`config.mk`:
```
export PLATFORM = sky130hd
export DESIGN_NAME = cc3_bus_uart
export DESIGN_NICKNAME = d
export VERILOG_FILES = /design/src/rtl/cc3_bus_uart_pkg.sv /design/src/rtl/cc3_sync_fifo.sv /design/src/rtl/cc3_bus_uart.sv
export SDC_FILE = /design/constraint.sdc
export NUM_CORES = 1
export LEC_CHECK = 0
export ABC_AREA = 1
export CORE_UTILIZATION = 39
export CTS_CLUSTER_DIAMETER = 30
export DETAILED_ROUTE_END_ITERATION = 12
export HOLD_SLACK_MARGIN = 0.1
export PLACE_DENSITY_LB_ADDON = 0.1
export REMOVE_ABC_BUFFERS = 1
export SLEW_MARGIN = 25
export SYNTH_ARGS = -nofsm -noshare
export SYNTH_HDL_FRONTEND = slang
export SYNTH_SLANG_ARGS = --single-unit
```
`constraint.sdc`:
```
create_clock -name cpu_clk -period 5 [get_ports cpu_clk]
set_input_delay 1 -clock cpu_clk [delete_from_list [all_inputs] [get_ports cpu_clk]]
set_output_delay 1 -clock cpu_clk [all_outputs]
set_load 0.02 [all_outputs]
```
`src/rtl/cc3_bus_uart_pkg.sv`:
```
// rtl/cc3_bus_uart_pkg.sv - register offsets, STATUS/CTRL bit indices and engine states for cc3_bus_uart
package cc3_bus_uart_pkg;

    localparam logic [2:0] REG_DATA   = 3'd0;
    localparam logic [2:0] REG_STATUS = 3'd1;
    localparam logic [2:0] REG_CTRL   = 3'd2;
    localparam logic [2:0] REG_DIVL   = 3'd3;
    localparam logic [2:0] REG_DIVH   = 3'd4;

    localparam int ST_RX_NEMPTY = 0;
    localparam int ST_TX_NFULL  = 1;
    localparam int ST_TX_IDLE   = 2;
    localparam int ST_RXOVF     = 3;
    localparam int ST_FRAMEERR  = 4;
    localparam int ST_TXOVF     = 5;

    localparam int CTRL_RX_IRQ_EN = 0;
    localparam int CTRL_TX_IRQ_EN = 1;

    typedef enum logic [1:0] {
        S_IDLE  = 2'd0,
        S_START = 2'd1,
        S_DATA  = 2'd2,
        S_STOP  = 2'd3
    } uart_state_e;

endpackage

```
`src/rtl/cc3_sync_fifo.sv`:
```
// rtl/cc3_sync_fifo.sv - single-clock FIFO with show-ahead head and push-through-when-full
module cc3_sync_fifo #(
    parameter int W  = 8,
    parameter int AW = 3
) (
    input  logic         clk,
    input  logic         rst_n,
    input  logic         push_i,
    input  logic [W-1:0] wdata_i,
    input  logic         pop_i,
    output logic [W-1:0] rdata_o,
    output logic         full_o,
    output logic         empty_o
);

    localparam int DEPTH = 1 << AW;

    logic [W-1:0]  mem_q [DEPTH];
    logic [AW-1:0] wptr_q, rptr_q;
    logic [AW:0]   count_q;
    logic          do_push, do_pop;

    assign empty_o = (count_q == '0);
    assign full_o  = (count_q == (AW+1)'(DEPTH));
    // A pop frees the slot a same-cycle push needs, so a full FIFO still accepts push+pop.
    assign do_pop  = pop_i & ~empty_o;
    assign do_push = push_i & (~full_o | do_pop);
    assign rdata_o = mem_q[rptr_q];

    always_ff @(posedge clk) begin
        if (do_push) mem_q[wptr_q] <= wdata_i;
    end

    always_ff @(posedge clk or negedge rst_n) begin
        if (!rst_n) begin
            wptr_q  <= '0;
            rptr_q  <= '0;
            count_q <= '0;
        end else begin
            if (do_push) wptr_q <= wptr_q + AW'(1);
            if (do_pop)  rptr_q <= rptr_q + AW'(1);
            count_q <= count_q + (AW+1)'(do_push) - (AW+1)'(do_pop);
        end
    end

endmodule

```
`src/rtl/cc3_bus_uart.sv`:
```
// rtl/cc3_bus_uart.sv - memory-mapped 8N1 UART responder on the CC3 CPU bus
module cc3_bus_uart
    import cc3_bus_uart_pkg::*;
#(
    parameter int          FIFO_AW   = 3,
    parameter logic [15:0] DIV_RESET = 16'd347
) (
    input  logic       cpu_clk,
    input  logic       cpu_reset_n,
    input  logic       cs_i,
    input  logic [2:0] cpu_addr_i,
    input  logic       cpu_oe_i,
    input  logic       cpu_we_i,
    input  logic [7:0] cpu_data_i,
    output logic [7:0] cpu_data_o,
    input  logic       rxd_i,
    output logic       txd_o,
    output logic       irq_n_o
);

    logic        rd_act, wr_act, rd_prev_q, wr_prev_q, rd_stb, wr_stb;
    logic [1:0]  ctrl_q;
    logic [15:0] div_q;
    logic        rxovf_q, rxovf_d, ferr_q, ferr_d, txovf_q, txovf_d;
    logic        irq_n_q, status_clr;
    logic [7:0]  status;

    logic        tx_push, tx_pop, tx_full, tx_empty, tx_idle;
    logic [7:0]  tx_head;
    uart_state_e tx_state_q;
    logic [15:0] tx_cnt_q;
    logic [2:0]  tx_bit_q;
    logic [7:0]  tx_sh_q;
    logic        txd_q;

    logic        rx_pop, rx_full, rx_empty;
    logic [7:0]  rx_head;
    uart_state_e rx_state_q;
    logic [15:0] rx_cnt_q;
    logic [2:0]  rx_bit_q;
    logic [7:0]  rx_sh_q;
    logic        rx_s1_q, rx_s2_q, rx_prev_q, rx_push_q, ferr_set_q;

    assign rd_act     = cs_i & cpu_oe_i;
    assign wr_act     = cs_i & cpu_we_i;
    assign wr_stb     = wr_act & ~wr_prev_q;
    // A simultaneous write suppresses every read side effect.
    assign rd_stb     = rd_act & ~rd_prev_q & ~wr_act;
    assign status_clr = rd_stb & (cpu_addr_i == REG_STATUS);

    assign tx_push = wr_stb & (cpu_addr_i == REG_DATA);
    assign tx_pop  = ~tx_empty & ((tx_state_q == S_IDLE) |
                                  ((tx_state_q == S_STOP) && (tx_cnt_q == '0)));
    assign tx_idle = tx_empty & (tx_state_q == S_IDLE);
    assign rx_pop  = rd_stb & (cpu_addr_i == REG_DATA) & ~rx_empty;

    assign status = {2'b00, txovf_q, ferr_q, rxovf_q, tx_idle, ~tx_full, ~rx_empty};

    // Event set beats a same-cycle clear-on-read.
    always_comb begin
        txovf_d = (tx_push & tx_full & ~tx_pop) | (txovf_q & ~status_clr);
        rxovf_d = (rx_push_q & rx_full & ~rx_pop) | (rxovf_q & ~status_clr);
        ferr_d  = ferr_set_q | (ferr_q & ~status_clr);
    end

    always_comb begin
        cpu_data_o = 8'h00;
        if (rd_act) begin
            case (cpu_addr_i)
                REG_DATA:   cpu_data_o = rx_empty ? 8'h00 : rx_head;
                REG_STATUS: cpu_data_o = status;
                REG_CTRL:   cpu_data_o = {6'b0, ctrl_q};
                REG_DIVL:   cpu_data_o = div_q[7:0];
                REG_DIVH:   cpu_data_o = div_q[15:8];
                default:    cpu_data_o = 8'h00;
            endcase
        end
    end

    always_ff @(posedge cpu_clk or negedge cpu_reset_n) begin
        if (!cpu_reset_n) begin
            rd_prev_q <= 1'b0;
            wr_prev_q <= 1'b0;
            ctrl_q    <= 2'b00;
            div_q     <= DIV_RESET;
            rxovf_q   <= 1'b0;
            ferr_q    <= 1'b0;
            txovf_q   <= 1'b0;
            irq_n_q   <= 1'b1;
        end else begin
            rd_prev_q <= rd_act;
            wr_prev_q <= wr_act;
            rxovf_q   <= rxovf_d;
            ferr_q    <= ferr_d;
            txovf_q   <= txovf_d;
            irq_n_q   <= ~((ctrl_q[CTRL_RX_IRQ_EN] & ~rx_empty) |
                           (ctrl_q[CTRL_TX_IRQ_EN] & tx_empty));
            if (wr_stb) begin
                case (cpu_addr_i)
                    REG_CTRL: ctrl_q       <= cpu_data_i[1:0];
                    REG_DIVL: div_q[7:0]   <= cpu_data_i;
                    REG_DIVH: div_q[15:8]  <= cpu_data_i;
                    default: ;
                endcase
            end
        end
    end

    cc3_sync_fifo #(.W(8), .AW(FIFO_AW)) u_tx_fifo (
        .clk(cpu_clk), .rst_n(cpu_reset_n), .push_i(tx_push), .wdata_i(cpu_data_i),
        .pop_i(tx_pop), .rdata_o(tx_head), .full_o(tx_full), .empty_o(tx_empty)
    );

    cc3_sync_fifo #(.W(8), .AW(FIFO_AW)) u_rx_fifo (
        .clk(cpu_clk), .rst_n(cpu_reset_n), .push_i(rx_push_q), .wdata_i(rx_sh_q),
        .pop_i(rx_pop), .rdata_o(rx_head), .full_o(rx_full), .empty_o(rx_empty)
    );

    // Divisor is reloaded at every bit boundary, so DIV writes land cleanly between bits.
    always_ff @(posedge cpu_clk or negedge cpu_reset_n) begin
        if (!cpu_reset_n) begin
            tx_state_q <= S_IDLE;
            tx_cnt_q   <= '0;
            tx_bit_q   <= '0;
            tx_sh_q    <= '0;
            txd_q      <= 1'b1;
        end else begin
            case (tx_state_q)
                S_IDLE: if (tx_pop) begin
                    tx_sh_q    <= tx_head;
                    txd_q      <= 1'b0;
                    tx_cnt_q   <= div_q;
                    tx_state_q <= S_START;
                end
                S_START: if (tx_cnt_q == '0) begin
                    txd_q      <= tx_sh_q[0];
                    tx_sh_q    <= tx_sh_q >> 1;
                    tx_cnt_q   <= div_q;
                    tx_bit_q   <= '0;
                    tx_state_q <= S_DATA;
                end else tx_cnt_q <= tx_cnt_q - 16'd1;
                S_DATA: if (tx_cnt_q == '0) begin
                    tx_cnt_q <= div_q;
                    if (tx_bit_q == 3'd7) begin
                        txd_q      <= 1'b1;
                        tx_state_q <= S_STOP;
                    end else begin
                        txd_q    <= tx_sh_q[0];
                        tx_sh_q  <= tx_sh_q >> 1;
                        tx_bit_q <= tx_bit_q + 3'd1;
                    end
                end else tx_cnt_q <= tx_cnt_q - 16'd1;
                S_STOP: if (tx_cnt_q == '0) begin
                    if (tx_pop) begin
                        tx_sh_q    <= tx_head;
                        txd_q      <= 1'b0;
                        tx_cnt_q   <= div_q;
                        tx_state_q <= S_START;
                    end else tx_state_q <= S_IDLE;
                end else tx_cnt_q <= tx_cnt_q - 16'd1;
                default: tx_state_q <= S_IDLE;
            endcase
        end
    end

    always_ff @(posedge cpu_clk or negedge cpu_reset_n) begin
        if (!cpu_reset_n) begin
            rx_s1_q    <= 1'b1;
            rx_s2_q    <= 1'b1;
            rx_prev_q  <= 1'b1;
            rx_state_q <= S_IDLE;
            rx_cnt_q   <= '0;
            rx_bit_q   <= '0;
            rx_sh_q    <= '0;
            rx_push_q  <= 1'b0;
            ferr_set_q <= 1'b0;
        end else begin
            rx_s1_q    <= rxd_i;
            rx_s2_q    <= rx_s1_q;
            rx_prev_q  <= rx_s2_q;
            rx_push_q  <= 1'b0;
            ferr_set_q <= 1'b0;
            case (rx_state_q)
                S_IDLE: if (rx_prev_q & ~rx_s2_q) begin
                    rx_cnt_q   <= div_q >> 1;
                    rx_state_q <= S_START;
                end
                S_START: if (rx_cnt_q == '0) begin
                    if (rx_s2_q) rx_state_q <= S_IDLE;
                    else begin
                        rx_cnt_q   <= div_q;
                        rx_bit_q   <= '0;
                        rx_state_q <= S_DATA;
                    end
                end else rx_cnt_q <= rx_cnt_q - 16'd1;
                S_DATA: if (rx_cnt_q == '0) begin
                    rx_sh_q  <= {rx_s2_q, rx_sh_q[7:1]};
                    rx_cnt_q <= div_q;
                    if (rx_bit_q == 3'd7) rx_state_q <= S_STOP;
                    else rx_bit_q <= rx_bit_q + 3'd1;
                end else rx_cnt_q <= rx_cnt_q - 16'd1;
                S_STOP: if (rx_cnt_q == '0) begin
                    if (rx_s2_q) rx_push_q  <= 1'b1;
                    else         ferr_set_q <= 1'b1;
                    rx_state_q <= S_IDLE;
                end else rx_cnt_q <= rx_cnt_q - 16'd1;
                default: rx_state_q <= S_IDLE;
            endcase
        end
    end

    assign txd_o   = txd_q;
    assign irq_n_o = irq_n_q;

endmodule

```
==> results.json <==
{
  "cts.clk_slew.worst_paths_ns": 0.05,
  "grt_pass1_vias": 9039,
  "cp-end-kind": "output pin",
  "finalSetupViolCount": 0,
  "period_needed_ns": 4.188,
  "antenna_found_initial": 0,
  "synth_cells": 1317,
  "dieArea_um2": 31170,
  "final_area_um2": 14550,
  "leakage_nw": 6.368,
  "synthTopCellsByArea": "edfxtp_1, dfrtp_1, nand2_1",
  "max_cap_viol_count": 0,
  "fin_nets": 1424,
  "syn_avg_cell_area_um2": 9.023,
  "mostFrequentLayoutCells": "nand2_1, nor2_1, inv_1, o21ai_0, edfxtp_1",
  "routedWlPerCell_um": 17.71,
  "drv_slew": 0,
  "cp_max_fo": 28,
  "crit_type": "reg2out",
  "peakVddDrop_v": 0.0003045,
  "fin_crit_sh_pct": 83.75,
  "crit_arrival_ns": 3.19,
  "area_growth_pct": 22.44,
  "clock_latency_ns": 0.57,
  "post_cts_resized": 0,
  "gp_congestion": 0.8744,
  "start_util_pct": 39.88,
  "io_buffers": 26,
  "hold_viol_final": 0,
  "postCtsHoldBufs": 0,
  "hpwl_mm": 21.66,
  "drtIter0Drc": 720,
  "ys_warn_count": 0,
  "cts_tree": "built",
  "root_buffer": "clkbuf_16",
  "cts.path.max_buffers": 3,
  "core_um2": 29800,
  "ys_ff_latch": 236,
  "rows": 63,
  "ys_types": 44,
  "layout-drive-gt1-share_pct": 11.38,
  "die_y_um": 176.6,
  "netlist.top_cell.by_area": "edfxtp_1",
  "syn-cell-area_um2": 11880,
  "via_count": 9272,
  "die_w_um": 176.6,
  "start_kind": "flop",
  "worst_pin_slew_ns": 0.9958,
  "slew_headroom_pct": 33.37,
  "synth_top_area_share_pct": 32.34,
  "status": "completed",
  "grt_usage_pct": 21.38,
  "setup_tns_ns": 0,
  "grt_max_degree": 51,
  "ant_nets": 0,
  "fmax_mhz": 238.8,
  "htree_levels": 2,
  "p_per_area_nw_per_um2": 665.7,
  "grt_overflow": 0,
  "drcViolationCount": 0,
  "antenna_cells": 0,
  "totalWireLength_mm": 32.13,
  "power_mw": 9.686,
  "post_dp_cell_area_um2": 12500,
  "crit_required_ns": 4.00,
  "min_path_type": "reg2reg",
  "avgViaCountPerCell": 5.111,
  "io-pin-count": 27,
  "clock-sinks": 236,
  "dr.pass1.iters": 5,
  "post_cts_buffers": 0,
  "synth_seq_area_share_pct": 55.20,
  "numCtsBuffers": 59,
  "fin_skew_ns": 0.01920,
  "rsz0062_at_grt": "no",
  "mostFrequentLayoutCell": "nand2_1",
  "grt_pass1_wl_mm": 51.09
}
Yosys cell counts (all sizes together):
cell	number
xor2	23
clkinv	3
edfxtp	128
dfrtp	97
nand4	9
o221ai	4
a21oi	20
buf	10
nand2	300
o21ai	137
clkbuf	28
a211oi	2
fa	2
nor2	202
dfstp	11
nand3	107
nor3	12
ha	32
or2	1
o21bai	3
inv	135
o211ai	25
o31ai	1
nor3b	1
xnor2	5
a21o	1
nand3b	1
mux2	7
a32o	1
o2111ai	1
o22ai	8
worst max-delay path, cell delays in order (launching register included):
cell             delay [ns]
dfrtp_1                0.98
inv_1                  0.34
nor2_1                 0.17
o21ai_0                0.09
o211ai_1               0.12
nand4_1                0.13
a21oi_1                0.16
clkdlybuf4s50_1        0.63
logic make-up after synthesis:
| group | count (synthesis) | synth area share [%] |
|---|---|---|
| buffers and inverters | 176 | 5.917 |
| flip-flops | 236 | 55.20 |
| adder cells (fa/ha/maj) | 34 | 3.706 |
| XOR/XNOR | 28 | 2.064 |
| multiplexers | 7 | 0.6633 |
| AND/OR/NAND/NOR | 633 | 22.78 |
| AO/OA/AOI/OAI | 203 | 9.665 |
area by class of cell:
class,count,area (um2)
Inverter,138,520.5
Timing Repair Buffer,33,310.3
Clock inverter,38,415.4
Clock buffer,74,1635
Fill cell,2815,15250
Tap cell,390,488.0
Multi-Input combinational cell,905,4621
Sequential cell,236,6560
flip-flops by register name, indices dropped and copies added (netlist names), 2 cells and up, named ones only:
name / cells
u_tx_fifo.rptr_q: 3
ctrl_q: 2
rx_cnt_q: 16
tx_cnt_q: 15
u_tx_fifo.wptr_q: 3
tx_bit_q: 3
u_tx_fifo.mem_q: 64
tx_sh_q: 8
rx_sh_q: 8
div_q: 16
u_rx_fifo.count_q: 4
u_rx_fifo.rptr_q: 3
rx_bit_q: 3
u_rx_fifo.mem_q: 64
u_tx_fifo.count_q: 4
tx_state_q: 2
u_rx_fifo.wptr_q: 3
metal layers:
| metal | up-vias | share of wire [%] | track usage, % |
|---|---|---|---|
| met5 | - | 0 | 0 |
| met4 | 0 | 2.2 | 6.825 |
| met3 | 58 | 6.6 | 4.780 |
| met2 | 280 | 43 | 30.92 |
| met1 | 4406 | 49 | 31.56 |
| li1 | 4528 | - | - |
power by group:
part / internal [mW] / switching, mW / leakage [nW]
logic: 1.01 / 2.16 / 2.83
clock network: 2.66 / 1.17 / 0.986
registers: 2.35 / 0.328 / 2.55
worst paths after layout:
kind / startpoint / cells past startpoint / slack [ns] / to
worst min-delay path: rx_s1_q / 0 / 0.38 / rx_s2_q
max in group asynchronous: cpu_reset_n / 2 / 3.55 / div_q[6]
worst max-delay path: u_rx_fifo.rptr_q[1] / 7 / 0.81 / cpu_data_o[0]
worst min register to register: rx_s1_q / 0 / 0.38 / rx_s2_q
min in group asynchronous: cpu_reset_n / 1 / 0.47 / tx_sh_q[4]
worst max register to register: tx_cnt_q[0] / 10 / 1.92 / u_tx_fifo.mem_q[3][1]
through the flow:
step	std cells	hold slack (ns)	util (%)	setup slack, ns
CTS	1814	0.3800	48.83	0.7957
floorplan	1279	0.3452	-	2.028
finish	1814	0.3850	48.83	0.8125
detailed placement	1702	0.3714	41.95	0.8523
global route	1814	0.3832	48.83	0.5795
global placement	1702	0.3732	41.95	0.8571
No activity file was read; power rests on OpenSTA's default activity.
